### src/rtl/ext_pkg.sv
// Shared definitions for the extension unit: op encoding, lane widths and
// the default value driven for illegal requests.
package ext_pkg;

  localparam int OP_W   = 3;
  localparam int BYTE_W = 8;
  localparam int HALF_W = 16;

  localparam logic [63:0] ILLEGAL_DEFAULT = 64'h0000_0000_1234_5678;

  typedef enum logic [OP_W-1:0] {
    EXT_ZERO = 3'd0,
    EXT_SIGN = 3'd1,
    EXT_LUI  = 3'd2,
    EXT_LB   = 3'd3,
    EXT_LBU  = 3'd4,
    EXT_LH   = 3'd5,
    EXT_LHU  = 3'd6,
    EXT_ILL  = 3'd7
  } ext_op_e;

endpackage

### src/rtl/ext_core.sv
// Purely combinational extender: immediate zero/sign/LUI and byte/half load
// lanes. Usable on its own wherever a non-registered extender is needed.
module ext_core
  import ext_pkg::*;
#(
  parameter int DATA_W = 32,
  parameter int IMM_W  = 16,
  parameter logic [DATA_W-1:0] ILLEGAL_VAL = DATA_W'(ILLEGAL_DEFAULT),
  localparam int OFF_W = $clog2(DATA_W/8)
) (
  input  logic [OP_W-1:0]   op,
  input  logic [IMM_W-1:0]  imm,
  input  logic [DATA_W-1:0] word,
  input  logic [OFF_W-1:0]  off,
  output logic [DATA_W-1:0] data,
  output logic              err
);

  logic [BYTE_W-1:0] lane_b;
  logic [HALF_W-1:0] lane_h;

  // Shifting the word down by the byte offset keeps every lane select in range.
  assign lane_b = BYTE_W'(word >> {off, 3'b000});
  assign lane_h = HALF_W'(word >> {off, 3'b000});

  always_comb begin
    // NOTE: defaults first so every path assigns data/err and no latch is inferred.
    data = ILLEGAL_VAL;
    err  = 1'b1;
    case (ext_op_e'(op))
      EXT_ZERO: begin data = {{(DATA_W-IMM_W){1'b0}}, imm};         err = 1'b0; end
      EXT_SIGN: begin data = {{(DATA_W-IMM_W){imm[IMM_W-1]}}, imm}; err = 1'b0; end
      EXT_LUI:  begin data = {imm, {(DATA_W-IMM_W){1'b0}}};         err = 1'b0; end
      EXT_LB:   begin data = {{(DATA_W-BYTE_W){lane_b[BYTE_W-1]}}, lane_b}; err = 1'b0; end
      EXT_LBU:  begin data = {{(DATA_W-BYTE_W){1'b0}}, lane_b};           err = 1'b0; end
      EXT_LH: if (!off[0]) begin
        data = {{(DATA_W-HALF_W){lane_h[HALF_W-1]}}, lane_h};
        err  = 1'b0;
      end
      EXT_LHU: if (!off[0]) begin
        data = {{(DATA_W-HALF_W){1'b0}}, lane_h};
        err  = 1'b0;
      end
      default: ;
    endcase
  end

endmodule

### src/rtl/ext_pipe.sv
// Registered extension stage: ext_core followed by a main output register and
// a skid register, giving full throughput and a registered in_ready.
module ext_pipe
  import ext_pkg::*;
#(
  parameter int DATA_W = 32,
  parameter int IMM_W  = 16,
  parameter logic [DATA_W-1:0] ILLEGAL_VAL = DATA_W'(ILLEGAL_DEFAULT),
  localparam int OFF_W = $clog2(DATA_W/8)
) (
  input  logic              clk,
  input  logic              reset,
  input  logic              flush,
  input  logic              in_valid,
  output logic              in_ready,
  input  logic [OP_W-1:0]   in_op,
  input  logic [IMM_W-1:0]  in_imm,
  input  logic [DATA_W-1:0] in_word,
  input  logic [OFF_W-1:0]  in_off,
  output logic              out_valid,
  input  logic              out_ready,
  output logic [DATA_W-1:0] out_data,
  output logic              out_err
);

  typedef struct packed {
    logic              valid;
    logic              err;
    logic [DATA_W-1:0] data;
  } entry_t;

  entry_t m_q, s_q, new_e;
  logic   accept, xfer;

  ext_core #(
    .DATA_W      (DATA_W),
    .IMM_W       (IMM_W),
    .ILLEGAL_VAL (ILLEGAL_VAL)
  ) u_core (
    .op   (in_op),
    .imm  (in_imm),
    .word (in_word),
    .off  (in_off),
    .data (new_e.data),
    .err  (new_e.err)
  );
  assign new_e.valid = 1'b1;

  // A request arriving together with flush is dropped even if it was accepted.
  assign accept = in_valid && in_ready && !flush;
  assign xfer   = m_q.valid && out_ready;

  always_ff @(posedge clk) begin
    // NOTE: data fields are cleared on reset too, so outputs read zero after
    // reset; otherwise they change only when an entry is loaded.
    if (reset) begin
      m_q <= '0;
      s_q <= '0;
    end else if (flush) begin
      m_q.valid <= 1'b0;
      s_q.valid <= 1'b0;
    end else if (xfer) begin
      if (s_q.valid) begin
        m_q       <= s_q;
        s_q.valid <= 1'b0;
      end else if (accept) begin
        m_q <= new_e;
      end else begin
        m_q.valid <= 1'b0;
      end
    end else if (accept) begin
      // NOTE: non-blocking updates so M and S both see pre-edge values.
      if (!m_q.valid) m_q <= new_e;
      else            s_q <= new_e;
    end
  end

  assign in_ready  = !s_q.valid;
  assign out_valid = m_q.valid;
  assign out_data  = m_q.data;
  assign out_err   = m_q.err;

endmodule

### config.mk
export PLATFORM = sky130hd
export DESIGN_NAME = ext_pipe
export DESIGN_NICKNAME = d
export VERILOG_FILES = /design/src/rtl/ext_pkg.sv /design/src/rtl/ext_core.sv /design/src/rtl/ext_pipe.sv
export SDC_FILE = /design/constraint.sdc
export NUM_CORES = 1
export LEC_CHECK = 0
export CAP_MARGIN = 20
export CORE_MARGIN = 2
export CORE_UTILIZATION = 45
export DETAILED_ROUTE_END_ITERATION = 10
export GPL_TIMING_DRIVEN = 1
export HOLD_SLACK_MARGIN = 0.02
export PLACE_DENSITY = 0.73
export SYNTH_ARGS = -nofsm -noshare
export SYNTH_HDL_FRONTEND = slang
export SYNTH_SLANG_ARGS = --single-unit
### constraint.sdc
create_clock -name clk -period 2.9 [get_ports clk]
set_input_delay 0.58 -clock clk [delete_from_list [all_inputs] [get_ports clk]]
set_output_delay 0.58 -clock clk [all_outputs]
set_load 0.02 [all_outputs]
* After elaboration in Yosys (flattened, before gate mapping)
Cells that the tools add are included.
** Operators by class
- Add/sub/neg operators :: 0
- $mul :: 0
- Divide/modulo/power cells :: 0
- Order comparisons :: 0
- Equality and inequality tests :: 7
- Shift-type cells :: 1
- Multiplexer cells :: 11
- Bitwise logic cells :: 2
- Reduce and logical (&&, ||, !) cells :: 15
** Operators with widths (number)
- 32-bit one-hot mux with 7 select lines :: 1
- 34-bit two-way mux :: 3
- 33-bit two-way mux :: 2
- 32-bit two-way mux :: 1
- 32-bit by 5-bit right shift with 16-bit output :: 1
- 29-bit two-way mux :: 1
- 3-bit == test (second input constant) :: 3
- 4-bit AND reduction :: 2
- 3-bit by 2-bit == test with 1-bit output (second input constant) :: 2
- 5-bit OR reduction :: 1
- 2-bit nonzero test :: 2
- 2-bit OR reduction :: 2
- 3-bit by 1-bit == test with 1-bit output (second input constant) :: 1
- 1-bit logical AND :: 3
- 3-bit logical NOT :: 1
- 3-bit OR reduction :: 1
- 1-bit logical NOT :: 2
- 1-bit two-way mux :: 2
- 2-bit by 1-bit != test with 1-bit output (second input constant) :: 1
- 1-bit NOT :: 2
- 1-bit one-hot mux with 2 select lines :: 1
- 2-bit AND reduction :: 1
** Storage, ports and cells
- Flip-flop bits (word level) :: 68
- Bits in latches :: 0
- Bits in writable memories :: 0
- Memory bits (read-only) :: 0
- Bits of input ports :: 58
- Output and inout port bits :: 35
- Logic and storage cells :: 42
- Memories :: 0

* Depth between registers and ports, before layout
Gate-level depths: netlist of run 1.
- Depth in word-level cells :: 6
- Depth in mapped cells :: 8
- Mapped depth without buffers :: 5

* Hierarchy
A second synthesis of run 1 with hierarchy kept.
** Unflattened totals
- Cells, all modules :: 459
- Area, all modules :: 3559.7 um^2
** Modules (own cells, without submodules)
- ext_pipe :: instances 1, cells an instance 342, area each 2707.6 um^2, seq. area each 1361.3 um^2
- ext_core :: instances 1, cells an instance 117, area each 852.1 um^2, seq. area each 0.0 um^2

* Least setup slack after synthesis of run 1
OpenSTA, ideal clock, no wires.
- Path kind :: input-to-reg
- Start :: in in_off[0]
- End :: reg m_q (netlist bit out_data[18])
- Setup time :: 114 ps
- Arrival :: 1902 ps
- Required time :: 2786 ps
- Setup slack :: 884 ps
- Cell stages on the path :: 5
- Cell sequence :: mux4_2 a21o_1 a2111oi_4 a21oi_1 a21o_1
** Between the ends
- Cells in the longest elaborated chain, start to end :: 6
- Elaborated cells on any way between the ends :: 9
- Classes of those cells :: shift (1); mux (8)
** Ends and longest elaborated chain
- start, declared :: RTL line ext_pipe.sv:19 : input logic [OFF_W-1:0] in_off,
- 32-bit by 5-bit right shift with 16-bit output :: RTL line ext_core.sv:24 : assign lane_h = HALF_W'(word >> {off, 3'b000});
- 32-bit two-way mux :: RTL line ext_core.sv:36 : EXT_LH: if (!off[0]) begin
- 32-bit one-hot mux with 7 select lines (*) :: RTL line ext_core.sv:30 : case (ext_op_e'(op))
- 33-bit two-way mux (on tied branches) :: RTL line ext_pipe.sv:73, ext_pipe.sv:66
- 34-bit two-way mux (on tied branches) :: RTL line ext_pipe.sv:71, ext_pipe.sv:63
- 34-bit two-way mux (*) :: RTL line ext_pipe.sv:62 : end else if (xfer) begin
- end signal, assigned :: RTL line ext_pipe.sv:64 : m_q <= s_q;
- end signal, assigned :: RTL line ext_pipe.sv:67 : m_q <= new_e;
- end signal, assigned :: RTL line ext_pipe.sv:73 : if (!m_q.valid) m_q <= new_e;
- end, declared :: RTL line ext_pipe.sv:32 : entry_t m_q, s_q, new_e;
Every way passes the cells marked *; elsewhere a longest branch is shown, timed or not. The select of a mux whose other input is x is not followed.
A chain may end at the register's enable or synchronous reset.

* Worst setup path in the final report of run 1
- Start :: in in_off[1]
- End :: reg m_q (netlist bit out_data[18])
** Between the ends
- Cells in the longest elaborated chain, start to end :: 6
- Elaborated cells on any way between the ends :: 8
- Classes of those cells :: shift (1); mux (7)
** Ends and longest elaborated chain (RTL line)
- 32-bit by 5-bit right shift with 16-bit output (*) :: ext_core.sv:24
- 32-bit two-way mux :: ext_core.sv:36
- 32-bit one-hot mux with 7 select lines (*) :: ext_core.sv:30
- 33-bit two-way mux (on tied branches) :: ext_pipe.sv:73, ext_pipe.sv:66
- 34-bit two-way mux (on tied branches) :: ext_pipe.sv:71, ext_pipe.sv:63
- 34-bit two-way mux (*) :: ext_pipe.sv:62
Marked as above.

==> results of run 1 <==
## how the worst max path moves through the flow
| stage | to | slack [ps] | cells past startpoint |
|---|---|---|---|
| global route | out_data[18] | 390 | 6 |
| global placement | out_data[21] | 150 | 6 |
| CTS | out_data[18] | 480 | 6 |
| floorplan | out_data[18] | 880 | 5 |
| finish | out_data[18] | 470 | 6 |
| detailed placement | out_data[18] | 100 | 6 |
## logic make-up (layout without fill, tap and decap cells)
kind of cell | Yosys count | in the layout | synth area share
buf+inv | 36 | 133 | 0.0478
flops | 68 | 68 | 0.397
compound gates | 144 | 144 | 0.300
fa+ha+maj | 1 | 1 | 0.00329
mux | 14 | 14 | 0.0570
simple gates | 142 | 142 | 0.190
xor+xnor | 2 | 2 | 0.00511
## critical path, delay by kind of cell
kind | cells | cell delay, ps
AO/OA/AOI/OAI | 4 | 970
multiplexers | 1 | 410
buffers and inverters | 1 | 710
## synth_stat cells, drive strengths merged (8+ instances only)
library cell / n / area share
o21ai: 34 / 0.051
a21o: 8 / 0.018
a221oi: 14 / 0.036
a211oi: 17 / 0.039
nor2: 58 / 0.066
clkbuf: 17 / 0.019
buf: 16 / 0.026
dfxtp: 68 / 0.40
a311oi: 9 / 0.023
nand2: 45 / 0.049
nor3: 8 / 0.012
a21oi: 31 / 0.045
## power breakdown
| part | switching, uW | leakage, uW | internal, uW |
|---|---|---|---|
| Clock | 371 | 0.0000962 | 397 |
| Combinational | 218 | 0.00104 | 214 |
| Sequential | 18.8 | 0.000553 | 968 |
## final cells by class
| type | count | area share |
|---|---|---|
| clock buffers | 10 | 0.0273 |
| clock inverters | 6 | 0.0139 |
| inverters | 3 | 0.00241 |
| multi-input cells | 303 | 0.408 |
| flip-flops and latches | 68 | 0.291 |
| well taps | 99 | 0.0265 |
| repair buffers | 114 | 0.231 |
## layout by cell type, fill, tap and decap left out, types with 2 or more instances in the layout
cell type,synthesis,routed
clkdlybuf4s50_1,0,91
dfxtp_1,68,68
nor2_1,56,56
nand2_1,45,45
a21oi_1,31,31
o21ai_0,30,30
buf_4,4,22
a211oi_1,16,16
a221oi_1,14,14
a311oi_1,9,9
clkbuf_8,0,9
nor3_1,8,8
a21o_1,8,8
nor2b_1,6,6
nand3_1,6,6
mux2i_1,6,6
a211o_1,5,5
mux2_2,4,4
mux4_2,4,4
and2_1,4,4
a32o_1,4,4
o22ai_1,4,4
o221ai_1,4,4
inv_1,3,3
and3_1,3,3
nor3b_1,3,3
a221o_1,3,3
a2111oi_0,3,3
o21ai_1,3,3
a22oi_1,2,2
a2111oi_4,2,2
a41oi_1,2,2
clkinv_4,0,2
clkinv_2,0,2
## per-stage QoR
step,utilization,power [uW],area [um^2],instances,hold slack (ps)
final,0.638,2190,4680,603,453
after global routing,0.638,2270,4680,603,480
after CTS,0.638,2200,4680,603,457
after detailed placement,0.612,1440,4480,587,443
after global placement,0.612,1430,4480,587,438
after floorplan,-,1240,3430,407,454
## per-layer routing
layer | share of wire | GRT usage | wire [um] | vias to the layer above
met5 | 0 | 0 | 0 | -
met4 | 0.021 | 0.0909 | 211 | 0
met3 | 0.066 | 0.0448 | 653 | 25
met2 | 0.47 | 0.395 | 4660 | 158
met1 | 0.44 | 0.310 | 4370 | 1607
li1 | - | - | - | 1691
## registers in the layout, indices dropped and copies added (netlist names)
name	flops
out_err	1
out_valid	1
out_data	32
s_q	34
==> metrics, run 1 <==
Crit Path Max Fanout=9; FF-to-FF path depth=6; ANT cells=0; GRT Total Usage=0.239; I/O Buffers=92; Num CTS Buffers=9; syn_area_per_cell=~8.4 um^2; die width=91.3 um; Tmin final=about 2400 ps; TritonRoute pass-1 iters=6; multi-input logic area=around 0.0019 mm^2; CTS clk-pin slew, worst paths=approximately 80 ps; PwrDens=about 470 mW/mm^2; CP startpoint kind=input port; Fin. Hold Viols=0; post-synthesis cell type count=50; Slew HR=0.583; Via density=a little under 6; Hold Path Origin=out_data[0]; die area=0.00833 mm^2; ys async rst share=0; Area Growth Syn to Fin=36.5%; Yosys reg bits=68; DRC errors left=0; RD Place Congestion=roughly 0.98; Clock H-tree levels=3; reg2reg end=out_data[12]; cell count after synthesis=slightly above 400; Mapped Nets=roughly 470; Worst Hold Class=reg2reg; f_max=411 MHz; setup ws final=between 400 and 500 ps; Top-Level Pins=93; Hold Path Depth=2; DRT antenna net count=0; max incr delay on CP=~710 ps; share of layout cells above drive strength 1=0.109; largest net degree at the start of global routing=29; initial antenna violation count=0; most used flip-flop cell after synthesis=dfxtp_1; Slew @ Worst Pin=624 ps; vias in the first global route=around 3,200; Synth Cell Area=~0.0034 mm^2; Peak VDD IR=0.000239 V; Reg area=0.00136 mm^2; clock buffer depth=2; Die Height=about 91 um; CP arrival=2680 ps; clock sink total=slightly below 70; Fill cells=600; WL final=9890 um; CTS tree=done; element type at the critical path end=flip-flop; Initial Util=0.467; critical path class=in2reg; Critical Path Source=in_off[1]; final worst path period share=0.839; core area=0.00733 mm^2; Setup Viol. Count Final=0; sequential fraction of the synthesis area=0.397; max cap viols=0; Slowest-stage cell, CP=clkdlybuf4s50_1; Cell Rows=31; RSZ-0062 raised after global routing=no; Final Skew=roughly 7 ps; routed vias=3,481; Leak=~0.0017 uW; Iter 0 DRT Violations=around 240; reg-to-reg slack, setup=roughly 980 ps; CTS resizes=0; Layout Nets=approximately 560; Slew Viols, Final=0; Post-synth EDFFs=0; first-pass GRT wire length=approximately 16,000 um; Critical Path, Cell by Cell=clkdlybuf4s50_1, mux4_2, a21o_1, a2111oi_4, a21oi_1, a21o_1; Worst-Skew Late Latency=350 ps; Reg2Reg Launch Point=s_q[33]; Post-CTS Setup Bufs=0; critical path required time=3150 ps; status=complete, no violations; wire length per cell=~16 um; clk root buf=clkbuf_8; pre-CTS WS=96.5 ps; setup TNS=0 ps; # hold bufs at CTS=0; HPWL reported at the end of detailed placement=between 7000 and 8000 um; grt ovf=0; Top cell by count, worst path=a21o_1; Yosys warning total=0; worst hold path endpoint=out_data[0]
(Power assumes the default switching activity.)
==> run 2: changes to the inputs <==
Clock period 2.9 ns to 2.4 ns, I/O delays scaled along.
==> run 2 against run 1 <==
  * Via count up 5.1%
  * Non-clock buffer count increased by 21
  * Critical path type unchanged
  * Largest power group unchanged
  * Core utilization up 2.9 points
  * Combinational power grew 29%
  * Clock power is 37% higher
  * Cell count is 3.5% higher
  * Global-route usage rose by 1.4 points
==> metrics, run 2 (same netlist as run 1, synthesis figures left out) <==
Tmin final=between 2000 and 2500 ps; HPWL reported at the end of detailed placement=7830 um (+4.6%); die width=91.3 um (unchanged); I/O Buffers=92 (unchanged); ANT cells=0 (unchanged); Int Pwr=2070 uW (+31%); Final Instance Area=0.00489 mm^2 (+4.6%); Critical Path Source=in_off[0]; Clock H-tree levels=3 (unchanged); reg2reg end=out_data[12]; sequential fraction of design power=0.425 (-0.026); CTS resizes=0 (unchanged); final worst path period share=0.921; RSZ-0062 raised after global routing=no; Area Growth Syn to Fin=42.8%; die area=0.00833 mm^2 (unchanged); PwrDens=573 mW/mm^2 (+22%); worst setup path endpoint=out_data[20]; FF-to-FF path depth=6 (unchanged); critical path class=in2reg; vias in the first global route=3,540 (+10%); Placed Area=0.00467 mm^2 (+4.1%); Post-CTS Setup Bufs=0 (unchanged); Via density=5.86 (+1.5%); Top-Level Pins=93 (unchanged); Layout Nets=578 (+3.8%); WL final=10,300 um (+4.1%); Slew HR=0.564 (-0.0188); Finished Layout Cells=624 (+3.5%); CP startpoint kind=input port; Iter 0 DRT Violations=301 (+26%); GRT Total Usage=0.253 (+0.0138); Peak VDD IR=0.000368 V (+54%); Cell Rows=31 (unchanged); CTS tree=done; critical path required time=2640 ps (-510 ps); DR top layer=met4; Slew Viols, Final=0 (unchanged); f_max=~450 MHz; Worst-Skew Late Latency=340 ps (about the same); CP arrival=2450 ps (-230 ps); RD Place Congestion=0.921 (-5.9%); clk root buf=clkbuf_8; Hold Path Origin=out_data[7]; Reg with most FFs=s_q; routed vias=3,658 (+5.1%); wire length per cell=16.5 um (+0.63%); CTS clk-pin slew, worst paths=70 ps (about the same); Sw Share=0.263 (-0.0154); TritonRoute pass-1 iters=5 (-1); Clk pwr share=0.375 (+0.024); element type at the critical path end=flip-flop; Fin. Hold Viols=0 (unchanged); Psw=736 uW (+21%); grt ovf=0 (unchanged); Crit Path Max Fanout=5 (-4); Leak=0.00182 uW (+7.9%); DRT antenna net count=0 (unchanged); met3 routed wirelength=724 um (+11%); Slew @ Worst Pin=652 ps (+28.1 ps); most frequent cells in the layout=91 x clkdlybuf4s50_1, 68 x dfxtp_1, 56 x nor2_1; Worst Hold Class=reg2reg; share of layout cells above drive strength 1=0.147 (+0.0375); most common cell after layout, fill and taps aside=clkdlybuf4s50_1; combinational fraction of design power=0.199 (about the same); Setup Viol. Count Final=0 (unchanged); reg-to-reg slack, setup=410 ps (-570 ps); Met1 Routed Length=4330 um (-0.80%); Fill cells=631 (+5.2%); Initial Util=0.467 (unchanged); Final Skew=10.2 ps (+3.27 ps); max cap viols=0 (unchanged); clock sink total=68 (unchanged); Reg2Reg Launch Point=s_q[33]; initial antenna violation count=0 (unchanged); setup TNS=0 ps (unchanged); status=complete, no violations; Cells after DPL=608 (+3.6%); clock buffer depth=2 (unchanged); DRC errors left=0 (unchanged); Largest register FFs=34 (unchanged); DR WL met2=5050 um (+8.2%); Die Height=91.3 um (unchanged); Num CTS Buffers=9 (unchanged); # hold bufs at CTS=0 (unchanged); largest net degree at the start of global routing=37 (+28%); first-pass GRT wire length=17,100 um (+7.8%); core area=0.00733 mm^2 (unchanged)
-- run 2: changes by cell type in the layout (fill, tap and decap cells not counted) --
cell	before	now
inv_6	0	1
buf_12	0	2
clkinv_4	2	0
clkbuf_1	1	0
bufinv_16	1	2
buf_4	22	41
clkbuf_8	9	10
-- run 2: worst min path at each step --
| stage | slack [ps] | to | depth (start not counted) |
|---|---|---|---|
| floorplan | 450 | s_q[32] | 2 |
| global placement | 440 | out_data[7] | 2 |
| detailed placement | 440 | out_data[7] | 2 |
| CTS | 450 | out_data[7] | 2 |
| global route | 470 | out_data[25] | 1 |
| finish | 450 | out_data[7] | 2 |
-- run 2: critical path, stage by stage --
cell and delay, ps:
clkdlybuf4s50_1 500, mux4_2 550, a21o_1 240, a2111oi_4 260
buf_4 190, a21oi_1 70, a21o_1 150
-- run 2: power by group through the flow --
| stage | clock [uW] | combinational, uW | sequential (uW) |
|---|---|---|---|
| 6_report | 1050 | 558 | 1190 |
| 5_1_grt | 1130 | 598 | 1200 |
| 4_1_cts | 1070 | 555 | 1190 |
| 3_5_place_dp | 0 | 553 | 1220 |
| 3_3_place_gp | 0 | 545 | 1220 |
| 2_1_floorplan | 0 | 238 | 1260 |
-- run 2: per-stage QoR --
stage / power, uW / hold WS, ps / setup slack, ps / util
global placement: 1760 / 436 / -139 / 0.637
finish: 2800 / 447 / 191 / 0.667
detailed placement: 1770 / 435 / -166 / 0.637
floorplan: 1490 / 454 / 484 / -
global route: 2930 / 470 / 44.2 / 0.667
CTS: 2820 / 451 / 203 / 0.667
-- run 2: area by class of cell --
class / instances / area, um^2 / area share
inverter: 3 / 11.3 / 0.00230
multi-input combinational: 303 / 1910 / 0.390
tap: 99 / 124 / 0.0253
clock inverter: 6 / 86.3 / 0.0177
clock buffer: 10 / 138 / 0.0281
timing repair buffer: 135 / 1260 / 0.258
sequential: 68 / 1360 / 0.278
-- run 2: layer usage --
metal,up-vias,GRT usage
li1,1738,-
met1,1724,0.316
met2,174,0.425
met3,22,0.0639
met4,0,0.0859
met5,-,0
